$ cat config.mk
export PLATFORM = sky130hd
export DESIGN_NAME = mem_stage_sram_ctrl
export DESIGN_NICKNAME = d
export VERILOG_FILES = /design/src/rtl/mem_ctrl_pkg.sv /design/src/rtl/mem_wait_counter.sv /design/src/rtl/mem_stage_sram_ctrl.sv
export SDC_FILE = /design/constraint.sdc
export NUM_CORES = 1
export LEC_CHECK = 0
export CAP_MARGIN = 20
export CORE_UTILIZATION = 30
export CTS_CLUSTER_SIZE = 8
export DETAILED_ROUTE_END_ITERATION = 10
export HOLD_SLACK_MARGIN = 0.08
export SLEW_MARGIN = 20
export SYNTH_ARGS = -nofsm -noshare
export SYNTH_HDL_FRONTEND = slang
export SYNTH_SLANG_ARGS = --single-unit
export TNS_END_PERCENT = 10
$ cat constraint.sdc
create_clock -name i_clk -period 10.7 [get_ports i_clk]
set_input_delay 2.675 -clock i_clk [delete_from_list [all_inputs] [get_ports i_clk]]
set_output_delay 2.675 -clock i_clk [all_outputs]
set_load 0.02 [all_outputs]
$ cat src/rtl/mem_ctrl_pkg.sv
// Shared types and constants for the MEM-stage SRAM controller.
//   mem_state_e : controller FSM states (idle, low half, high half, done)
//   mem_op_e    : latched operation (load or store)
//   SRAM_DW     : SRAM data width
//   DEF_*       : default wait cycles per half access and SRAM base byte address
//   WAIT_CNT_W  : width of the per-phase wait counter
package mem_ctrl_pkg;

  localparam int unsigned SRAM_DW         = 16;
  localparam int unsigned DEF_WAIT_CYCLES = 5;
  localparam int unsigned DEF_ADDR_BASE   = 1024;
  localparam int unsigned WAIT_CNT_W      = 4;

  typedef enum logic [1:0] {
    StIdle = 2'd0,
    StLo   = 2'd1,
    StHi   = 2'd2,
    StDone = 2'd3
  } mem_state_e;

  typedef enum logic {
    OpRd = 1'b0,
    OpWr = 1'b1
  } mem_op_e;

endpackage

$ cat src/rtl/mem_wait_counter.sv
// Loadable down-counter timing one SRAM half-access phase.
// Ports:
//   i_clk, i_rst : clock, asynchronous active-high reset
//   i_load       : reload with i_load_val (takes priority over i_en)
//   i_load_val   : phase length in cycles
//   i_en         : count down by one (saturates at zero)
//   o_count      : current count; runs i_load_val .. 1 across a phase
//   o_last       : high on the final cycle of the phase (count == 1)
module mem_wait_counter
  import mem_ctrl_pkg::*;
(
  input  logic                  i_clk,
  input  logic                  i_rst,
  input  logic                  i_load,
  input  logic [WAIT_CNT_W-1:0] i_load_val,
  input  logic                  i_en,
  output logic [WAIT_CNT_W-1:0] o_count,
  output logic                  o_last
);

  logic [WAIT_CNT_W-1:0] r_cnt;

  always_ff @(posedge i_clk or posedge i_rst) begin
    if (i_rst) begin
      r_cnt <= '0;
    end else if (i_load) begin
      r_cnt <= i_load_val;
    end else if (i_en && (r_cnt != '0)) begin
      r_cnt <= r_cnt - WAIT_CNT_W'(1);
    end
  end

  assign o_count = r_cnt;
  assign o_last  = (r_cnt == WAIT_CNT_W'(1));

endmodule

$ cat src/rtl/mem_stage_sram_ctrl.sv
// MEM-stage controller between the EX/MEM register and a 16-bit asynchronous SRAM.
// Each 32-bit load/store becomes two half-word accesses (low, then high), each
// WAIT_CYCLES (1..15) long. o_ready low freezes the pipeline while an access runs.
// Ports:
//   i_clk, i_rst           : clock, asynchronous active-high reset
//   i_mem_r_en, i_mem_w_en : load / store request, held while o_ready is low
//   i_addr, i_wdata        : byte address and store data
//   o_rdata                : registered load data
//   o_ready                : 1 = MEM stage may advance
//   o_sram_addr            : SRAM half-word address, bit 0 selects the half
//   o_sram_we_n            : SRAM write strobe, active low
//   o_sram_dq_out/_oe      : pad write data and output enable
//   i_sram_dq_in           : pad read data
// Optional build macro MEM_CTRL_STATS_EN adds o_rd_cnt, o_wr_cnt, o_stall_cnt.
module mem_stage_sram_ctrl
  import mem_ctrl_pkg::*;
#(
  parameter int unsigned WAIT_CYCLES = DEF_WAIT_CYCLES,
  parameter int unsigned ADDR_BASE   = DEF_ADDR_BASE,
  parameter int unsigned SRAM_AW     = 18
) (
  input  logic               i_clk,
  input  logic               i_rst,
  input  logic               i_mem_r_en,
  input  logic               i_mem_w_en,
  input  logic [31:0]        i_addr,
  input  logic [31:0]        i_wdata,
  output logic [31:0]        o_rdata,
  output logic               o_ready,
  output logic [SRAM_AW-1:0] o_sram_addr,
  output logic               o_sram_we_n,
  output logic [SRAM_DW-1:0] o_sram_dq_out,
  output logic               o_sram_dq_oe,
  input  logic [SRAM_DW-1:0] i_sram_dq_in
`ifdef MEM_CTRL_STATS_EN
  ,
  output logic [31:0]        o_rd_cnt,
  output logic [31:0]        o_wr_cnt,
  output logic [31:0]        o_stall_cnt
`endif
);

  localparam int unsigned           WordW    = SRAM_AW - 1;
  localparam logic [WAIT_CNT_W-1:0] WaitLoad = WAIT_CNT_W'(WAIT_CYCLES);

  mem_state_e            r_state;
  mem_op_e               r_op;
  logic [WordW-1:0]      r_word;
  logic [SRAM_DW-1:0]    r_wdata_hi;
  logic [31:0]           r_rdata;
  logic [SRAM_AW-1:0]    r_sram_addr;
  logic                  r_sram_we_n;
  logic [SRAM_DW-1:0]    r_sram_dq_out;
  logic                  r_sram_dq_oe;

  logic                  w_req;
  mem_op_e               w_op;
  logic [31:0]           w_off;
  logic [WordW-1:0]      w_word;
  logic                  w_unused_off;
  logic                  w_is_wr;
  logic                  w_we_n_next;
  logic                  w_cnt_load;
  logic                  w_cnt_en;
  logic                  w_last;
  logic [WAIT_CNT_W-1:0] w_count;

  assign w_req  = i_mem_r_en | i_mem_w_en;
  // A simultaneous load and store request is served as a store.
  assign w_op   = i_mem_w_en ? OpWr : OpRd;
  // Word index wraps modulo the SRAM word count.
  assign w_off  = i_addr - 32'(ADDR_BASE);
  assign w_word = w_off[WordW+1:2];
  assign w_unused_off = ^{w_off[31:WordW+2], w_off[1:0]};

  assign w_is_wr = (r_op == OpWr);
  // Strobe rises one cycle before a multi-cycle write phase ends (hold margin);
  // count 2 now means the next cycle is the last one of the phase.
  assign w_we_n_next = !w_is_wr || (w_count == WAIT_CNT_W'(2));

  assign w_cnt_load = ((r_state == StIdle) && w_req) || ((r_state == StLo) && w_last);
  assign w_cnt_en   = (r_state == StLo) || (r_state == StHi);

  mem_wait_counter u_wait (
    .i_clk      (i_clk),
    .i_rst      (i_rst),
    .i_load     (w_cnt_load),
    .i_load_val (WaitLoad),
    .i_en       (w_cnt_en),
    .o_count    (w_count),
    .o_last     (w_last)
  );

  always_ff @(posedge i_clk or posedge i_rst) begin
    if (i_rst) begin
      r_state       <= StIdle;
      r_op          <= OpRd;
      r_word        <= '0;
      r_wdata_hi    <= '0;
      r_rdata       <= '0;
      r_sram_addr   <= '0;
      r_sram_we_n   <= 1'b1;
      r_sram_dq_out <= '0;
      r_sram_dq_oe  <= 1'b0;
    end else begin
      unique case (r_state)
        StIdle: begin
          if (w_req) begin
            r_state       <= StLo;
            r_op          <= w_op;
            r_word        <= w_word;
            r_wdata_hi    <= i_wdata[31:16];
            r_sram_addr   <= {w_word, 1'b0};
            r_sram_dq_out <= i_wdata[15:0];
            r_sram_dq_oe  <= (w_op == OpWr);
            r_sram_we_n   <= (w_op != OpWr);
          end
        end
        StLo: begin
          if (w_last) begin
            if (!w_is_wr) begin
              r_rdata[15:0] <= i_sram_dq_in;
            end
            r_state       <= StHi;
            r_sram_addr   <= {r_word, 1'b1};
            r_sram_dq_out <= r_wdata_hi;
            r_sram_we_n   <= !w_is_wr;
          end else begin
            r_sram_we_n <= w_we_n_next;
          end
        end
        StHi: begin
          if (w_last) begin
            if (!w_is_wr) begin
              r_rdata[31:16] <= i_sram_dq_in;
            end
            r_state      <= StDone;
            r_sram_we_n  <= 1'b1;
            r_sram_dq_oe <= 1'b0;
          end else begin
            r_sram_we_n <= w_we_n_next;
          end
        end
        StDone: begin
          r_state <= StIdle;
        end
        default: begin
          r_state <= StIdle;
        end
      endcase
    end
  end

  assign o_ready       = ((r_state == StIdle) && !w_req) || (r_state == StDone);
  assign o_rdata       = r_rdata;
  assign o_sram_addr   = r_sram_addr;
  assign o_sram_we_n   = r_sram_we_n;
  assign o_sram_dq_out = r_sram_dq_out;
  assign o_sram_dq_oe  = r_sram_dq_oe;

`ifdef MEM_CTRL_STATS_EN
  logic [31:0] r_rd_cnt;
  logic [31:0] r_wr_cnt;
  logic [31:0] r_stall_cnt;
  logic        w_enter_done;

  assign w_enter_done = (r_state == StHi) && w_last;

  always_ff @(posedge i_clk or posedge i_rst) begin
    if (i_rst) begin
      r_rd_cnt    <= '0;
      r_wr_cnt    <= '0;
      r_stall_cnt <= '0;
    end else begin
      if (w_enter_done && !w_is_wr) begin
        r_rd_cnt <= r_rd_cnt + 32'd1;
      end
      if (w_enter_done && w_is_wr) begin
        r_wr_cnt <= r_wr_cnt + 32'd1;
      end
      if (!o_ready) begin
        r_stall_cnt <= r_stall_cnt + 32'd1;
      end
    end
  end

  assign o_rd_cnt    = r_rd_cnt;
  assign o_wr_cnt    = r_wr_cnt;
  assign o_stall_cnt = r_stall_cnt;
`endif

endmodule
==> results of run 1 <==
[cells in the mapped netlist, types with 5 or more instances]
master	number	area share
mux2i_1	27	0.057
mux2_2	48	0.11
dfrtp_1	107	0.56
inv_1	8	0.0063
xnor2_1	5	0.0092
mux2_4	10	0.031
nand2_1	48	0.038
clkbuf_1	12	0.0094
ha_1	10	0.026
xor2_1	5	0.0092
a21oi_1	7	0.0073
nand3_1	9	0.0094
nor2_1	13	0.010
o21ai_0	43	0.045
[per-stage QoR]
step	hold WS, ps	utilization	cell area [sq um]	worst slack, ps
finish	482	0.436	6700	3380
global route	514	0.436	6700	3250
CTS	488	0.436	6700	3360
detailed placement	472	0.413	6350	3380
global placement	464	0.413	6350	3400
floorplan	450	-	4770	4630
[final timing paths]
path | slack (ps) | cells past startpoint | end | startpoint
max in group asynchronous | 6730 | 3 | o_sram_dq_out[1]$_DFFE_PP0P_ | i_rst
min reg2reg | 480 | 2 | o_sram_dq_out[7]$_DFFE_PP0P_ | o_sram_dq_out[7]$_DFFE_PP0P_
max reg2reg | 8100 | 6 | o_sram_addr[12]$_DFFE_PP0P_ | r_state[1]$_DFFE_PP0P_
min in group asynchronous | 2750 | 2 | o_rdata[3]$_DFFE_PP0P_ | i_rst
min | 480 | 2 | o_sram_dq_out[7]$_DFFE_PP0P_ | o_sram_dq_out[7]$_DFFE_PP0P_
max | 3380 | 4 | o_ready | i_mem_r_en
[layer usage]
metal	track usage	up-vias
li1	-	1618
met1	0.167	1630
met2	0.236	92
met3	0.0559	9
met4	0.0346	0
met5	0	-
[cells by family (layout without fill, tap and decap cells)]
logic type | count (synthesis) | count (layout) | share of synthesized area
AOI/OAI and AO/OA | 64 | 64 | 0.0761
xor gates and xnor gates | 10 | 10 | 0.0184
adders and majority gates | 10 | 10 | 0.0262
buffers and inverters | 29 | 166 | 0.0289
DFF | 108 | 108 | 0.567
muxes | 85 | 85 | 0.202
and+or+nand+nor | 86 | 86 | 0.0819
[report_power, final]
| group | switching, mW | internal (mW) | total (mW) |
|---|---|---|---|
| sequential | 0.112 | 0.615 | 0.727 |
| combinational | 0.497 | 0.496 | 0.992 |
| clock | 0.149 | 0.235 | 0.384 |
| total | 0.757 | 1.35 | 2.10 |
[layout by cell type (no fill, tap or decap), types with 2 or more instances in the layout]
master / instances
clkdlybuf4s50_1: 137
dfrtp_1: 107
mux2_2: 48
nand2_1: 48
o21ai_0: 43
mux2i_1: 27
nor2_1: 13
mux2_4: 10
nand3_1: 9
ha_1: 9
clkbuf_16: 9
inv_1: 7
a21oi_1: 7
xnor2_1: 5
xor2_1: 5
buf_4: 5
o211ai_1: 4
nand2b_1: 3
a22o_1: 3
bufinv_16: 3
nor3b_1: 2
nor3_1: 2
or2_2: 2
[area by class of cell]
class	count	area (sq um)	area share
Sequential cell	108	2700	0.404
Timing Repair Buffer	142	1410	0.210
Multi-Input combinational cell	255	1940	0.290
Clock buffer	10	239	0.0357
Tap cell	211	264	0.0394
Inverter	8	32.5	0.00486
Clock inverter	6	111	0.0166
[worst min-delay path, cell delays in order (launching register included)]
cell	delay, ps
dfrtp_1	340
nand2_1	40
o21ai_0	60
[sequential cells by signal, indices dropped and copies added (netlist names)]
signal / cells
r_wdata_hi: 16
r_word: 17
o_sram_dq_out: 16
r_op: 1
r_state: 2
o_rdata: 32
u_wait.o_count: 4
o_sram_we_n: 1
o_sram_dq_oe: 1
o_sram_addr: 18
==> summary.txt, run 1 <==
Synthesis
  • Sequential cell area fraction in the yosys report: 0.567
  • Async SR Flop Fraction: 1.00
  • Syn Std Cell Area: 0.00477 sq mm
  • Synth unique cells: 39
  • Mapped Nets: 486
  • Avg Inst Size Synth: ~12 sq um
  • Synthesis warning total: 0
  • Cell count after synthesis: 392
  • Post-synth EDFFs: 0
  • Number of synthesized register bits: 108
  • Post-synth top flop: dfrtp_1

Routing
  • # DRC: 0
  • Vias: ~3300
  • Starting DRT DRC Count: 105
  • Met2 Wirelength: between 5000 and 6000 um
  • ANT nets after route: 0
  • DR top layer: met4
  • Via density: 4.53
  • Wire per inst: around 14 um
  • DRT Wirelength: approximately 11000 um
  • Drt pass-1 iters: 4
  • Met1 Wirelength: 4680 um
  • Metal3 WL: 731 um

Clock network
  • Worst-path clk slew: 70 ps
  • Clock Latency Late Sink: 350 ps
  • Post-CTS resize count: 0
  • Post-CTS setup buffer count: 0
  • CTS Buf Count: 9
  • Sink Count: 108
  • Largest buffer count on any clock path: 2
  • Post-CTS Hold Buffers: 0
  • CTS tree: done
  • H-tree Lvls: 3
  • Clk root buf: clkbuf_16

Place
  • Placed insts: 724
  • PortBufs: ~140
  • Final GP Congestion: 0.721
  • Post-DP HPWL: about 7400 um

STA
  • Final Hold Viols: 0
  • Layout Skew: 7.79 ps
  • Fmax: 0.137 GHz
  • RSZ-0062 raised after global routing: no
  • Tmin final: around 7300 ps
  • Period utilization: 0.685
  • Slew Limit Headroom: 0.378
  • Least-Margin Pin Slew: 933 ps
  • Slew Viols, Final: 0
  • Final setup violation count: 0
  • Setup TNS: 0 ps

Critical path
  • Worst path slowest cell: clkdlybuf4s50_1
  • Crit path DAT: 4650 ps
  • CP endpoint kind: primary output
  • Startpoint types: input port
  • Buf/Inv on CP: 2
  • Critical path peak fanout: 7
  • Most common cell on crit path: clkdlybuf4s50_1
  • WP data required: ~8000 ps
  • Critical path, cell by cell: clkdlybuf4s50_1 > nor3b_1 > or2_2 > clkdlybuf4s50_1
  • Top Family by Delay on Critical Path: buffers and inverters
  • CP max stage delay: 610 ps
  • Setup CP Type: in -> out

Run
  • Max-cap violations: 0

Pwr
  • Max rail drop VDD: 142 uV
  • Leakage power: around 2.9 nW
  • Total chip power: 2.10 mW
  • Pwr dens: 314 mW/mm^2

Hold path
  • Hold Path Class: reg -> reg

Floorplanning
  • Initial core utilization: 0.310
  • Core region area: 0.0154 sq mm
  • Row cnt: 45
  • Chip Width: 128 um
  • I/O pin count: 153
  • Die area: 0.0164 sq mm
  • Die height: 128 um

GRT
  • Vias in the first global route: 3482
  • Initial antenna violation count: 0
  • Gr ovfl total: 0
  • Gr usage total: 0.140
  • First-pass GRT wire length: 17700 um
  • Largest net degree at the start of global routing: between 60 and 70

Finish
  • FILL cells: 1444
  • Nets: 618
  • Final cell count without fillers: 740
  • ANT cells: 0
  • Fraction of layout cells with a size suffix above 1: 0.166
  • Area Growth Syn to Fin: 40.5%

Run status
  • Status: complete, no violations
Note: power is estimated with default switching activity, not from simulation.
==> run 2, diff against run 1 <==
==> constraint.sdc (replaced) <==
create_clock -name i_clk -period 7.25 [get_ports i_clk]
set_input_delay 1.8125 -clock i_clk [delete_from_list [all_inputs] [get_ports i_clk]]
set_output_delay 1.8125 -clock i_clk [all_outputs]
set_load 0.02 [all_outputs]
==> run 2 against run 1 <==
Net effect: clock skew increased by 1.1 ps; sequential share of layout area about the same; register-to-register slack got worse by 3400 ps; critical path depth unchanged; sequential cell count unchanged; combinational power increased by 48%; wire length increased by 2.8%; hold slack improved by 4.1 ps; non-clock buffer count unchanged; first-iteration DRC count increased by 20%; largest cell class unchanged.
==> summary.txt, run 2 (synthesis gave the netlist of run 1 again) <==
Critical path
  • Setup CP Type: in -> out (unchanged)
  • Crit path DAT: 3810 ps (was 4650 ps)
  • WP data required: 5440 ps (was 8030 ps)
  • Startpoint types: input port (unchanged)
  • Reg2Reg Depth: 6 (unchanged)
  • Critical path peak fanout: 7 (unchanged)
  • CP endpoint kind: primary output (unchanged)
  • Worst setup path startpoint: i_mem_r_en (unchanged)
  • Worst r2r src: r_state[1]$_DFFE_PP0P_ (unchanged)

Finish
  • Area occupied by multi-input gates: 0.00194 sq mm (unchanged)
  • Fraction of layout cells with a size suffix above 1: 0.166 (unchanged)
  • Area Growth Syn to Fin: 40.4% (was 40.5%)
  • Most frequent cells in the layout: 137 x clkdlybuf4s50_1, 107 x dfrtp_1, 48 x mux2_2, 48 x nand2_1, 43 x o21ai_0 (unchanged)
  • Seq. cell area: 0.00270 sq mm (unchanged)
  • Nets: 618 (unchanged)
  • Commonest non-fill, non-tap cell in the layout: clkdlybuf4s50_1 (unchanged)
  • Max reg flops: 32 (unchanged)
  • FILL cells: 1441 (was 1444)
  • ANT cells: 0 (unchanged)
  • Final cell count without fillers: 740 (unchanged)

Routing
  • Wire per inst: 14.9 um (was 14.5 um)
  • Starting DRT DRC Count: 126 (was 105)
  • # DRC: 0 (unchanged)
  • DRT Wirelength: 11000 um (was 10700 um)
  • Vias: 3368 (was 3349)
  • Drt pass-1 iters: 4 (unchanged)
  • ANT nets after route: 0 (unchanged)
  • Via density: 4.55 (was 4.53)

STA
  • Period utilization: 0.776
  • Slew Limit Headroom: 0.381 (was 0.378)
  • Final setup violation count: 0 (unchanged)
  • Least-Margin Pin Slew: 928 ps (was 933 ps)
  • Final Hold Viols: 0 (unchanged)
  • RSZ-0062 raised after global routing: no (unchanged)
  • Tmin final: between 5000 and 6000 ps
  • Setup TNS: 0 ps (unchanged)
  • Layout Skew: 8.89 ps (was 7.79 ps)
  • Fmax: 0.178 GHz
  • Slew Viols, Final: 0 (unchanged)

Floorplanning
  • Core region area: 0.0154 sq mm (unchanged)
  • Die height: 128 um (unchanged)
  • I/O pin count: 153 (unchanged)
  • Row cnt: 45 (unchanged)
  • Initial core utilization: 0.310 (unchanged)
  • Die area: 0.0164 sq mm (unchanged)
  • Chip Width: 128 um (unchanged)

Clock network
  • Sink Count: 108 (unchanged)
  • H-tree Lvls: 3 (unchanged)
  • Largest buffer count on any clock path: 2 (unchanged)
  • CTS tree: done (unchanged)
  • Post-CTS Hold Buffers: 0 (unchanged)
  • Clock Latency Late Sink: 350 ps (about the same)
  • Worst-path clk slew: 70 ps (about the same)
  • CTS Buf Count: 9 (unchanged)
  • Post-CTS resize count: 0 (unchanged)
  • Post-CTS setup buffer count: 0 (unchanged)
  • Clk root buf: clkbuf_16 (unchanged)

Run status
  • Status: complete, no violations (unchanged)

GRT
  • Initial antenna violation count: 0 (unchanged)
  • Largest net degree at the start of global routing: 73 (was 61)
  • Gr usage total: 0.141 (was 0.140)
  • Vias in the first global route: 3517 (was 3482)
  • First-pass GRT wire length: 17900 um (was 17700 um)
  • Gr ovfl total: 0 (unchanged)

Pwr
  • Pwr dens: 465 mW/mm^2 (was 314 mW/mm^2)
  • Total chip power: 3.11 mW (was 2.10 mW)
  • Max rail drop VDD: 259 uV (was 142 uV)
  • Leakage power: 2.87 nW (about the same)

Place
  • PortBufs: 137 (unchanged)
  • Post-DP HPWL: 7480 um (was 7430 um)
  • Final GP Congestion: 0.730 (was 0.721)
  • Placed insts: 724 (unchanged)

Run
  • Max-cap violations: 0 (unchanged)

Hold path
  • Worst Hold Depth: 2 (unchanged)
  • Hold Path Class: reg -> reg (unchanged)
  • Hold_sp: r_word[11]$_DFFE_PP0P_ (was o_sram_dq_out[7]$_DFFE_PP0P_)
-- run 2: layout make-up --
| cell class | count | share of cell area |
|---|---|---|
| Tap cell | 211 | 0.0394 |
| Clock inverter | 7 | 0.0179 |
| Sequential cell | 108 | 0.404 |
| Multi-Input combinational cell | 255 | 0.290 |
| Inverter | 8 | 0.00486 |
| Timing Repair Buffer | 142 | 0.210 |
| Clock buffer | 9 | 0.0336 |
-- run 2: critical path: stages --
cell and delay, ps:
clkdlybuf4s50_1 550, nor3b_1 610, or2_2 220, clkdlybuf4s50_1 610
-- run 2: per-stage QoR --
step,setup slack [ps],hold slack (ps),utilization,area [sq um]
floorplan,2590,450,-,4770
global placement,1680,463,0.413,6350
detailed placement,1670,472,0.413,6350
CTS,1660,489,0.436,6700
global route,1470,512,0.436,6700
finish,1630,486,0.436,6700
-- run 2: where the power goes --
group          leakage, nW  switching, mW  total [mW]  internal (mW)
registers             1.31          0.166        1.07          0.907
logic                 1.39          0.740        1.47          0.731
clock network        0.166          0.229       0.569          0.340
total                 2.87           1.14        3.11           1.98
-- run 2: worst paths after layout --
| check | to | slack (ps) |
|---|---|---|
| max | o_ready | 1630 |
| min | r_word[11]$_DFFE_PP0P_ | 490 |
| max reg2reg | o_sram_addr[12]$_DFFE_PP0P_ | 4650 |
| min reg2reg | r_word[11]$_DFFE_PP0P_ | 490 |
| max in group asynchronous | o_sram_we_n$_DFFE_PP1P_ | 4170 |
| min in group asynchronous | o_rdata[9]$_DFFE_PP0P_ | 2010 |
-- run 2: routing by layer --
metal | up-vias | global-route usage | wire length [um]
li1 | 1621 | - | -
met1 | 1645 | 0.170 | 4720
met2 | 88 | 0.235 | 5420
met3 | 14 | 0.0480 | 682
met4 | 0 | 0.0505 | 180
met5 | - | 0 | 0
==> run 3, diff against run 2 <==
==> constraint.sdc (replaced) <==
create_clock -name i_clk -period 5.8 [get_ports i_clk]
set_input_delay 1.45 -clock i_clk [delete_from_list [all_inputs] [get_ports i_clk]]
set_output_delay 1.45 -clock i_clk [all_outputs]
set_load 0.02 [all_outputs]
==> run 3 against run 2 <==
Net effect: power grew 23%; clock skew shrank 5.4 ps; core utilization shrank 0.14 points; via count shrank 0.39%; hold slack lost 2.0 ps; critical path depth grew 1; critical endpoint unchanged; largest power group unchanged; highest routed layer unchanged.
==> summary.txt, run 3 (synthesis gave the netlist of run 1 again) <==
Routing
  • # DRC: 0 (unchanged)
  • Wire per inst: 14.8 um (was 14.9 um)
  • Vias: 3355 (was 3368)
  • Via density: 4.53 (was 4.55)
  • Drt pass-1 iters: 4 (unchanged)
  • DRT Wirelength: 10900 um (was 11000 um)
  • Starting DRT DRC Count: 112 (was 126)
  • ANT nets after route: 0 (unchanged)

Pwr
  • Pwr dens: 575 mW/mm^2 (was 465 mW/mm^2)
  • Leakage power: 2.87 nW (about the same)
  • Max rail drop VDD: 264 uV (was 259 uV)

Critical path
  • Reg2Reg Setup Slack: 3150 ps (was 4650 ps)
  • Crit. path cell count: 5 (was 4)
  • Setup CP Type: in -> out (unchanged)
  • Critical path peak fanout: 7 (unchanged)
  • Worst r2r src: r_state[1]$_DFFE_PP0P_ (unchanged)
  • R2r endpoint: o_sram_dq_out[12]$_DFFE_PP0P_ (was o_sram_addr[12]$_DFFE_PP0P_)
  • Startpoint types: input port (unchanged)
  • Reg2Reg Depth: 7 (was 6)
  • Crit path to: o_ready (unchanged)
  • Crit path DAT: 3160 ps (was 3810 ps)
  • CP max stage delay: 630 ps (was 610 ps)
  • Worst setup path startpoint: i_mem_r_en (unchanged)
  • WP data required: 4350 ps (was 5440 ps)
  • Top Family by Delay on Critical Path: buffers and inverters (unchanged)
  • Critical path, cell by cell: clkdlybuf4s50_1 > nor3b_1 > buf_4 > or2_2 > clkdlybuf4s50_1 (was clkdlybuf4s50_1 > nor3b_1 > or2_2 > clkdlybuf4s50_1)
  • Most common cell on crit path: clkdlybuf4s50_1 (unchanged)
  • Buf/Inv on CP: 3 (was 2)
  • CP endpoint kind: primary output (unchanged)
  • Worst path slowest cell: clkdlybuf4s50_1 (was nor3b_1)

GRT
  • Largest net degree at the start of global routing: 71 (was 73)
  • Gr ovfl total: 0 (unchanged)
  • Vias in the first global route: 3512 (was 3517)
  • Gr usage total: 0.140 (was 0.141)
  • Initial antenna violation count: 0 (unchanged)
  • First-pass GRT wire length: 17800 um (was 17900 um)

Clock network
  • Clock Latency Late Sink: 350 ps (about the same)
  • Largest buffer count on any clock path: 2 (unchanged)
  • H-tree Lvls: 3 (unchanged)
  • Sink Count: 108 (unchanged)
  • Post-CTS setup buffer count: 0 (unchanged)
  • Clk root buf: clkbuf_16 (unchanged)
  • Post-CTS Hold Buffers: 0 (unchanged)
  • Post-CTS resize count: 0 (unchanged)
  • CTS tree: done (unchanged)
  • Worst-path clk slew: 70 ps (about the same)
  • CTS Buf Count: 9 (unchanged)

Floorplanning
  • Chip Width: 128 um (unchanged)
  • Die height: 128 um (unchanged)
  • I/O pin count: 153 (unchanged)
  • Core region area: 0.0154 sq mm (unchanged)
  • Die area: 0.0164 sq mm (unchanged)
  • Row cnt: 45 (unchanged)
  • Initial core utilization: 0.310 (unchanged)

STA
  • Slew Viols, Final: 0 (unchanged)
  • Layout Skew: 3.53 ps (was 8.89 ps)
  • Tmin final: 4610 ps
  • Hold_ws: 484 ps (was 486 ps)
  • Period utilization: 0.794
  • RSZ-0062 raised after global routing: no (unchanged)
  • Final setup violation count: 0 (unchanged)
  • Setup TNS: 0 ps (unchanged)
  • Final Hold Viols: 0 (unchanged)
  • Slew Limit Headroom: 0.402 (was 0.381)
  • Least-Margin Pin Slew: 896 ps (was 928 ps)
  • Fmax: ~0.22 GHz

Hold path
  • Hold Path Class: reg -> reg (unchanged)
  • Worst Hold Depth: 2 (unchanged)

Finish
  • ANT cells: 0 (unchanged)
  • Commonest non-fill, non-tap cell in the layout: clkdlybuf4s50_1 (unchanged)
  • Area occupied by multi-input gates: 0.00194 sq mm (unchanged)
  • Most frequent cells in the layout: 137 x clkdlybuf4s50_1, 107 x dfrtp_1, 48 x mux2_2, 48 x nand2_1, 43 x o21ai_0 (unchanged)
  • FILL cells: 1480 (was 1441)
  • Design Area, Final: 0.00667 sq mm (was 0.00670 sq mm)
  • Final cell count without fillers: 741 (was 740)
  • Nets: 619 (was 618)
  • Max reg flops: 32 (unchanged)
  • Area Growth Syn to Fin: 40.0% (was 40.4%)
  • Fraction of layout cells with a size suffix above 1: 0.166 (about the same)
  • Seq. cell area: 0.00270 sq mm (unchanged)

Run
  • Max-cap violations: 0 (unchanged)

Place
  • PortBufs: 137 (unchanged)
  • Placed insts: 725 (was 724)
  • Dpl cell area: 0.00636 sq mm (was 0.00635 sq mm)
  • Final GP Congestion: 0.716 (was 0.730)
  • Post-DP HPWL: 7690 um (was 7480 um)

Run status
  • Status: complete, no violations (unchanged)
run 3: how the worst min path moves through the flow:
stage | end | startpoint | slack (ps)
final | r_word[13]$_DFFE_PP0P_ | r_word[13]$_DFFE_PP0P_ | 480
after global routing | r_word[13]$_DFFE_PP0P_ | r_word[13]$_DFFE_PP0P_ | 510
after CTS | r_word[13]$_DFFE_PP0P_ | r_word[13]$_DFFE_PP0P_ | 490
after detailed placement | r_word[13]$_DFFE_PP0P_ | r_word[13]$_DFFE_PP0P_ | 470
after global placement | r_word[15]$_DFFE_PP0P_ | r_word[15]$_DFFE_PP0P_ | 460
after floorplan | r_word[11]$_DFFE_PP0P_ | r_word[11]$_DFFE_PP0P_ | 450
run 3: layer usage:
layer	track usage	routed length (um)	part of all wire
met1	0.161	4590	0.42
met2	0.240	5430	0.50
met3	0.0588	814	0.074
met4	0.0374	95	0.0087
met5	0	0	0
run 3: cell type report:
type | count | share of cell area
Inverter | 8 | 0.00487
Clock buffer | 10 | 0.0343
Timing Repair Buffer | 143 | 0.212
Clock inverter | 6 | 0.0131
Tap cell | 211 | 0.0396
Multi-Input combinational cell | 255 | 0.291
Sequential cell | 108 | 0.405
run 3: stage by stage:
| step | power, mW | util | setup slack, ps |
|---|---|---|---|
| floorplan | 2.46 | - | 1510 |
| global placement | 3.16 | 0.414 | 1200 |
| detailed placement | 3.23 | 0.414 | 1190 |
| CTS | 3.91 | 0.434 | 1180 |
| global route | 4.12 | 0.434 | 1110 |
| finish | 3.84 | 0.434 | 1190 |
run 3: worst register-to-register path, stage by stage, from the launching register on:
cell      delay (ps)
dfrtp_1          400
inv_1            120
ha_2             490
buf_4            480
nand2b_1         210
a21o_1           120
buf_4            440
o21ai_0          240
run 3: power breakdown:
| group | switching, mW | internal (mW) |
|---|---|---|
| clock network | 0.278 | 0.380 |
| logic | 0.921 | 0.919 |
| registers | 0.208 | 1.13 |
